File: config.mk
export PLATFORM = sky130hd
export DESIGN_NAME = cell_painter
export DESIGN_NICKNAME = d
export VERILOG_FILES = /design/src/rtl/cell_painter.sv
export SDC_FILE = /design/constraint.sdc
export NUM_CORES = 1
export LEC_CHECK = 0
export ABC_AREA = 1
export BUFFER_PORTS_ARGS = -buffer_cell sky130_fd_sc_hd__buf_2
export CORE_UTILIZATION = 58
export DETAILED_ROUTE_END_ITERATION = 10
export GPL_ROUTABILITY_DRIVEN = 0
export PLACE_DENSITY = 0.91
export SETUP_SLACK_MARGIN = 0.4
export SYNTH_ARGS = -nofsm -noshare
export SYNTH_HDL_FRONTEND = slang
export SYNTH_SLANG_ARGS = --single-unit
File: constraint.sdc
create_clock -name clk -period 4.1 [get_ports clk]
set_input_delay 0.41 -clock clk [delete_from_list [all_inputs] [get_ports clk]]
set_output_delay 0.41 -clock clk [all_outputs]
set_load 0.03 [all_outputs]
File: src/rtl/cell_painter.sv
// cell_painter: queues cell updates from the grid scanner and paints each
// cell as CELL_PX x CELL_PX RGB565 pixel writes in raster order through a
// valid/ready pixel sink.
//
// Ports:
//   clk, nrst          clock, asynchronous active-low reset
//   diff, x, y,        cell-update strobe, column (0..15), row (0..11),
//   obj_code           object code (0 blank .. 4 apple)
//   scan_en            FIFO can accept an update (scanner enable)
//   px_valid/px_ready  pixel write handshake
//   px_x, px_y         pixel coordinates (0..319, 0..239)
//   px_color           RGB565 colour
//   busy               FIFO non-empty or painting
//   overflow           sticky: an update was dropped on a full FIFO
//
// Optional feature: define CELL_PAINTER_GRID_LINES_EN to draw the top row
// and left column of every cell in grid colour 0x4208.
module cell_painter #(
  parameter int FIFO_DEPTH = 4,
  parameter int CELL_PX    = 20
) (
  input  logic        clk,
  input  logic        nrst,
  input  logic        diff,
  input  logic [3:0]  x,
  input  logic [3:0]  y,
  input  logic [2:0]  obj_code,
  output logic        scan_en,
  output logic        px_valid,
  input  logic        px_ready,
  output logic [8:0]  px_x,
  output logic [7:0]  px_y,
  output logic [15:0] px_color,
  output logic        busy,
  output logic        overflow
);

  localparam int AW = $clog2(FIFO_DEPTH);
  localparam int CW = $clog2(CELL_PX);
  localparam logic [CW-1:0] LAST = CW'(CELL_PX - 1);

  typedef enum logic {IDLE, PAINT} state_t;

  // FIFO: pointers carry one wrap bit to tell full from empty
  logic [10:0] mem_q [FIFO_DEPTH];
  logic [AW:0] wr_ptr_q, rd_ptr_q;
  logic        fifo_full, fifo_empty, push, pop;
  logic [10:0] head;

  state_t         state_q, state_d;
  logic [3:0]     cx_q, cx_d, cy_q, cy_d;
  logic [2:0]     code_q, code_d;
  logic [CW-1:0]  row_q, row_d, col_q, col_d;
  logic           px_valid_q, px_valid_d;
  logic [8:0]     px_x_q, px_x_d;
  logic [7:0]     px_y_q, px_y_d;
  logic [15:0]    px_color_q, px_color_d;
  logic           overflow_q;

  function automatic logic [15:0] obj_color(input logic [2:0] c);
    case (c)
      3'd0:    return 16'h0000;
      3'd1:    return 16'hFFFF;
      3'd2:    return 16'h07E0;
      3'd3:    return 16'h03E0;
      3'd4:    return 16'hF800;
      default: return 16'hF81F;
    endcase
  endfunction

  assign fifo_empty = (wr_ptr_q == rd_ptr_q);
  assign fifo_full  = (wr_ptr_q[AW] != rd_ptr_q[AW]) &&
                      (wr_ptr_q[AW-1:0] == rd_ptr_q[AW-1:0]);
  // fullness is judged on the registered state, so a same-cycle pop never
  // makes room for an update arriving while full
  assign push       = diff && (y <= 4'd11) && !fifo_full;
  assign head       = mem_q[rd_ptr_q[AW-1:0]];

  assign scan_en  = !fifo_full;
  assign busy     = !fifo_empty || (state_q != IDLE);
  assign px_valid = px_valid_q;
  assign px_x     = px_x_q;
  assign px_y     = px_y_q;
  assign px_color = px_color_q;
  assign overflow = overflow_q;

  always_comb begin
    state_d    = state_q;
    cx_d       = cx_q;
    cy_d       = cy_q;
    code_d     = code_q;
    row_d      = row_q;
    col_d      = col_q;
    px_valid_d = px_valid_q;
    pop        = 1'b0;
    case (state_q)
      IDLE: begin
        if (!fifo_empty) begin
          pop        = 1'b1;
          {cx_d, cy_d, code_d} = head;
          row_d      = '0;
          col_d      = '0;
          state_d    = PAINT;
          px_valid_d = 1'b1;
        end
      end
      PAINT: begin
        if (px_ready) begin
          if (col_q == LAST) begin
            col_d = '0;
            if (row_q == LAST) begin
              // chain straight into the next cell without a bubble
              if (!fifo_empty) begin
                pop   = 1'b1;
                {cx_d, cy_d, code_d} = head;
                row_d = '0;
              end else begin
                state_d    = IDLE;
                px_valid_d = 1'b0;
              end
            end else begin
              row_d = row_q + CW'(1);
            end
          end else begin
            col_d = col_q + CW'(1);
          end
        end
      end
      default: state_d = IDLE;
    endcase
    // outputs are derived from next-state so they stay frozen while stalled
    px_x_d = 9'(cx_d) * 9'(CELL_PX) + 9'(col_d);
    px_y_d = 8'(cy_d) * 8'(CELL_PX) + 8'(row_d);
`ifdef CELL_PAINTER_GRID_LINES_EN
    if (row_d == '0 || col_d == '0) px_color_d = 16'h4208;
    else                            px_color_d = obj_color(code_d);
`else
    px_color_d = obj_color(code_d);
`endif
  end

  always_ff @(posedge clk) begin
    if (push) mem_q[wr_ptr_q[AW-1:0]] <= {x, y, obj_code};
  end

  always_ff @(posedge clk or negedge nrst) begin
    if (!nrst) begin
      state_q    <= IDLE;
      wr_ptr_q   <= '0;
      rd_ptr_q   <= '0;
      cx_q       <= '0;
      cy_q       <= '0;
      code_q     <= '0;
      row_q      <= '0;
      col_q      <= '0;
      px_valid_q <= 1'b0;
      px_x_q     <= '0;
      px_y_q     <= '0;
      px_color_q <= '0;
      overflow_q <= 1'b0;
    end else begin
      state_q    <= state_d;
      if (push) wr_ptr_q <= wr_ptr_q + (AW+1)'(1);
      if (pop)  rd_ptr_q <= rd_ptr_q + (AW+1)'(1);
      cx_q       <= cx_d;
      cy_q       <= cy_d;
      code_q     <= code_d;
      row_q      <= row_d;
      col_q      <= col_d;
      px_valid_q <= px_valid_d;
      px_x_q     <= px_x_d;
      px_y_q     <= px_y_d;
      px_color_q <= px_color_d;
      if (diff && (y <= 4'd11) && fifo_full) overflow_q <= 1'b1;
    end
  end

endmodule

==> flow_summary_export.csv <==
group,metric,value,unit
cts,clockBufferDepth,2,
die,num_io_pins,52,
yosys,ys_types,44,
min_path,hold_class,"in2async",
critical_path,arrival,3.77,ns
critical_path,path_class,"reg2reg",
timing,fmax,285.6,MHz
cts,clk_latency,0.38,ns
detailed_routing,ant_nets,0,
finish,diodes,0,
global_routing,grtUsageTotal,22.70,%
finish,fin_cells,526,
power,p_leak,2.144,nW
yosys,synth.top_cell.area_share,30.80,%
die,die_w,88.01,um
die,dieArea,7745,sq um
critical_path,worstPathMaxFanout,19,
yosys,synthArstFlopShare,51.65,%
cts,numCtsBuffers,9,
timing,rsz0062_at_grt,"yes",
finish,nFillCells,534,
timing,slew_headroom,28.55,%
critical_path,cp.required,4.37,ns
yosys,syn_area_per_cell,11.26,sq um
yosys,synth.most_common_cell,"nand2_1",
yosys,synth_area,4290,sq um
placement,hpwl,5495,um
cts,clkTransAtPathRegs,0.10,ns
timing,finalCritPeriodShare,85.40,%
power,vdd_drop_max,0.3135,mV
yosys,synth_seq_area_share,58.21,%
detailed_routing,first_pass_iters,4,
timing,clock_skew,0.01561,ns
critical_path,rrSetupSlack,0.60,ns
detailed_routing,detail_route.vias_per_cell,5.414,
yosys,synth-edff-count,44,
placement,io_buffers,51,
yosys,synth-main-ff-cell,"dfrtp_1",
yosys,synthCells,381,
die,core-area,6982,sq um
detailed_routing,dr_wl_met3,452,um
detailed_routing,wl_met1,3267,um
finish,drive_gt1_share,22.56,%
run_status,run_status,"finished clean",
global_routing,grt_pass1_wl,12970,um
global_routing,grt_start_max_net_pins,48,
detailed_routing,wl_met2,3948,um
yosys,ys_top_cells_by_area,"edfxtp_1 31%, dfrtp_1 27%, ha_1 6.1%, nand2_1 5.5%, inv_1 3.1%",
yosys,synth_area_leader_cell,"edfxtp_1",
global_routing,grt_pass1_vias,2839,
timing,fin_crit,3.501,ns
critical_path,crit_path_end_kind,"flop",
timing,maxSlewViolCount,0,
job,drv_cap,0,
yosys,synth-warning-count,0,
detailed_routing,wl_per_cell,14.73,um
timing,setup_viol,0,
detailed_routing,drt-initial-drc-count,168,
detailed_routing,drc,0,
detailed_routing,drt_wl_total,7749,um
cts,cts-root-buf,"clkbuf_8",
finish,syn_to_final_growth,10.32,%
yosys,netlist_top_cells_count,"63 x nand2_1, 47 x dfrtp_1, 44 x edfxtp_1, 36 x inv_1, 25 x nor2_1",
cts,cts_hold_buf,0,
timing,worst_slew_pin_slew,1.068,ns
detailed_routing,via_count,2848,
placement,post-place-cells,507,
critical_path,start_kind,"flop",
global_routing,antenna_found_initial,0,
finish,finalInstanceArea,4733,sq um
yosys,synth_fp_nets,421,
cts,htree_levels,3,
cts,cts.sinks,91,
die,num_rows,30,
detailed_routing,top_layer,"met4",
global_routing,grt.overflow.total,0,
timing,fin_setup_tns,0,ns
cts,cts_tree,"yes",
die,initial_core_util,61.45,%
placement,place_area,4512,sq um
timing,hold_violations,0,
die,die_h,88.01,um
power,powerDensity,473.9,nW/um^2
yosys,synth-seq-cells,91,
finish,nets,465,
==> flip-flops by register name, indices dropped and copies added (netlist names), 3 cells and up <==
signal,cells
wr_ptr_q,3
mem_q,44
px_x,9
code_q,3
col_q,3
cx_q,4
px_y,8
cy_q,4
px_color,4
row_q,3
rd_ptr_q,3
==> worst paths after layout <==
check,start,endpoint,depth (start not counted)
max,px_x[0],px_x[8],18
min,nrst,px_valid,1
max reg2reg,px_x[0],px_x[8],18
min reg2reg,wr_ptr_q[2],wr_ptr_q[2],1
max in group asynchronous,nrst,col_q[3],1
min in group clk,obj_code[2],mem_q[1][2],1
==> critical path, stage by stage, from the launching register on <==
cell	delay, ns
dfrtp_1	0.41
ha_1	0.23
nand2_1	0.10
inv_1	0.11
nand3_4	0.12
o21bai_4	0.26
nand2_8	0.15
clkinv_4	0.12
o221ai_1	0.13
o21ai_2	0.11
inv_1	0.11
ha_1	0.31
ha_1	0.22
inv_1	0.08
fa_1	0.42
inv_1	0.10
nand2_1	0.08
o211ai_1	0.23
nand2_1	0.08
==> layout make-up <==
cell class,instances,area [sq um],area share (%)
multi-input combinational,225,1465,30.95
clock inverter,7,71.32,1.507
sequential,91,2497,52.76
tap,96,120.1,2.538
inverter,42,162.7,3.436
timing repair buffer,56,292.8,6.186
clock buffer,9,123.9,2.617
==> cells in the final DEF, fill, tap and decap left out, types with 15 or more instances in the layout <==
master and n:
ha_1 21, dfrtp_1 47, nand2_1 63, inv_1 36, o21ai_0 17, buf_2 51
edfxtp_1 44, nand3_1 17, a21oi_1 15, nor2_1 25
==> stage by stage <==
stage / power (W) / hold WS, ns / worst slack [ns] / util [%]
4_1_cts: 0.002258 / 0.2232 / 0.4657 / 67.42
2_1_floorplan: 0.001536 / 0.1144 / 0.7844 / -
5_1_grt: 0.002356 / 0.2264 / 0.3641 / 67.80
3_5_place_dp: 0.001665 / 0.4894 / 0.4573 / 64.62
3_3_place_gp: 0.001634 / 0.4789 / 0.7512 / 64.62
6_report: 0.002243 / 0.1947 / 0.5987 / 67.80
==> what timing repair did <==
item / CTS / global route
setup endpoints to repair: 0 / 2
gates resized for setup: 0 / 2
setup buffers: 0 / 3
==> metal layers <==
metal  up-vias  track usage (%)
met3         9            7.729
met5         -                0
met4         0            7.750
li1       1357                -
met1      1379            27.09
met2       103            38.55
==> kinds of logic (layout without fill, tap and decap cells) <==
kind of cell | count (synthesis) | in the layout | synth area share, %
AND/OR/NAND/NOR | 122 | 122 | 13.09
flip-flops | 91 | 91 | 58.21
buffers and inverters | 65 | 114 | 7.728
AO/OA/AOI/OAI | 62 | 62 | 9.361
adder cells (fa/ha/maj) | 25 | 25 | 7.991
XOR/XNOR | 16 | 16 | 3.616
==> power breakdown <==
group | internal, W | total [W] | switching, W
combinational | 0.000149 | 0.000472 | 0.000323
clock | 0.000243 | 0.000594 | 0.000350
sequential | 0.00110 | 0.00118 | 0.0000801
total | 0.00149 | 0.00224 | 0.000753
No activity file was read; power rests on OpenSTA's default activity.
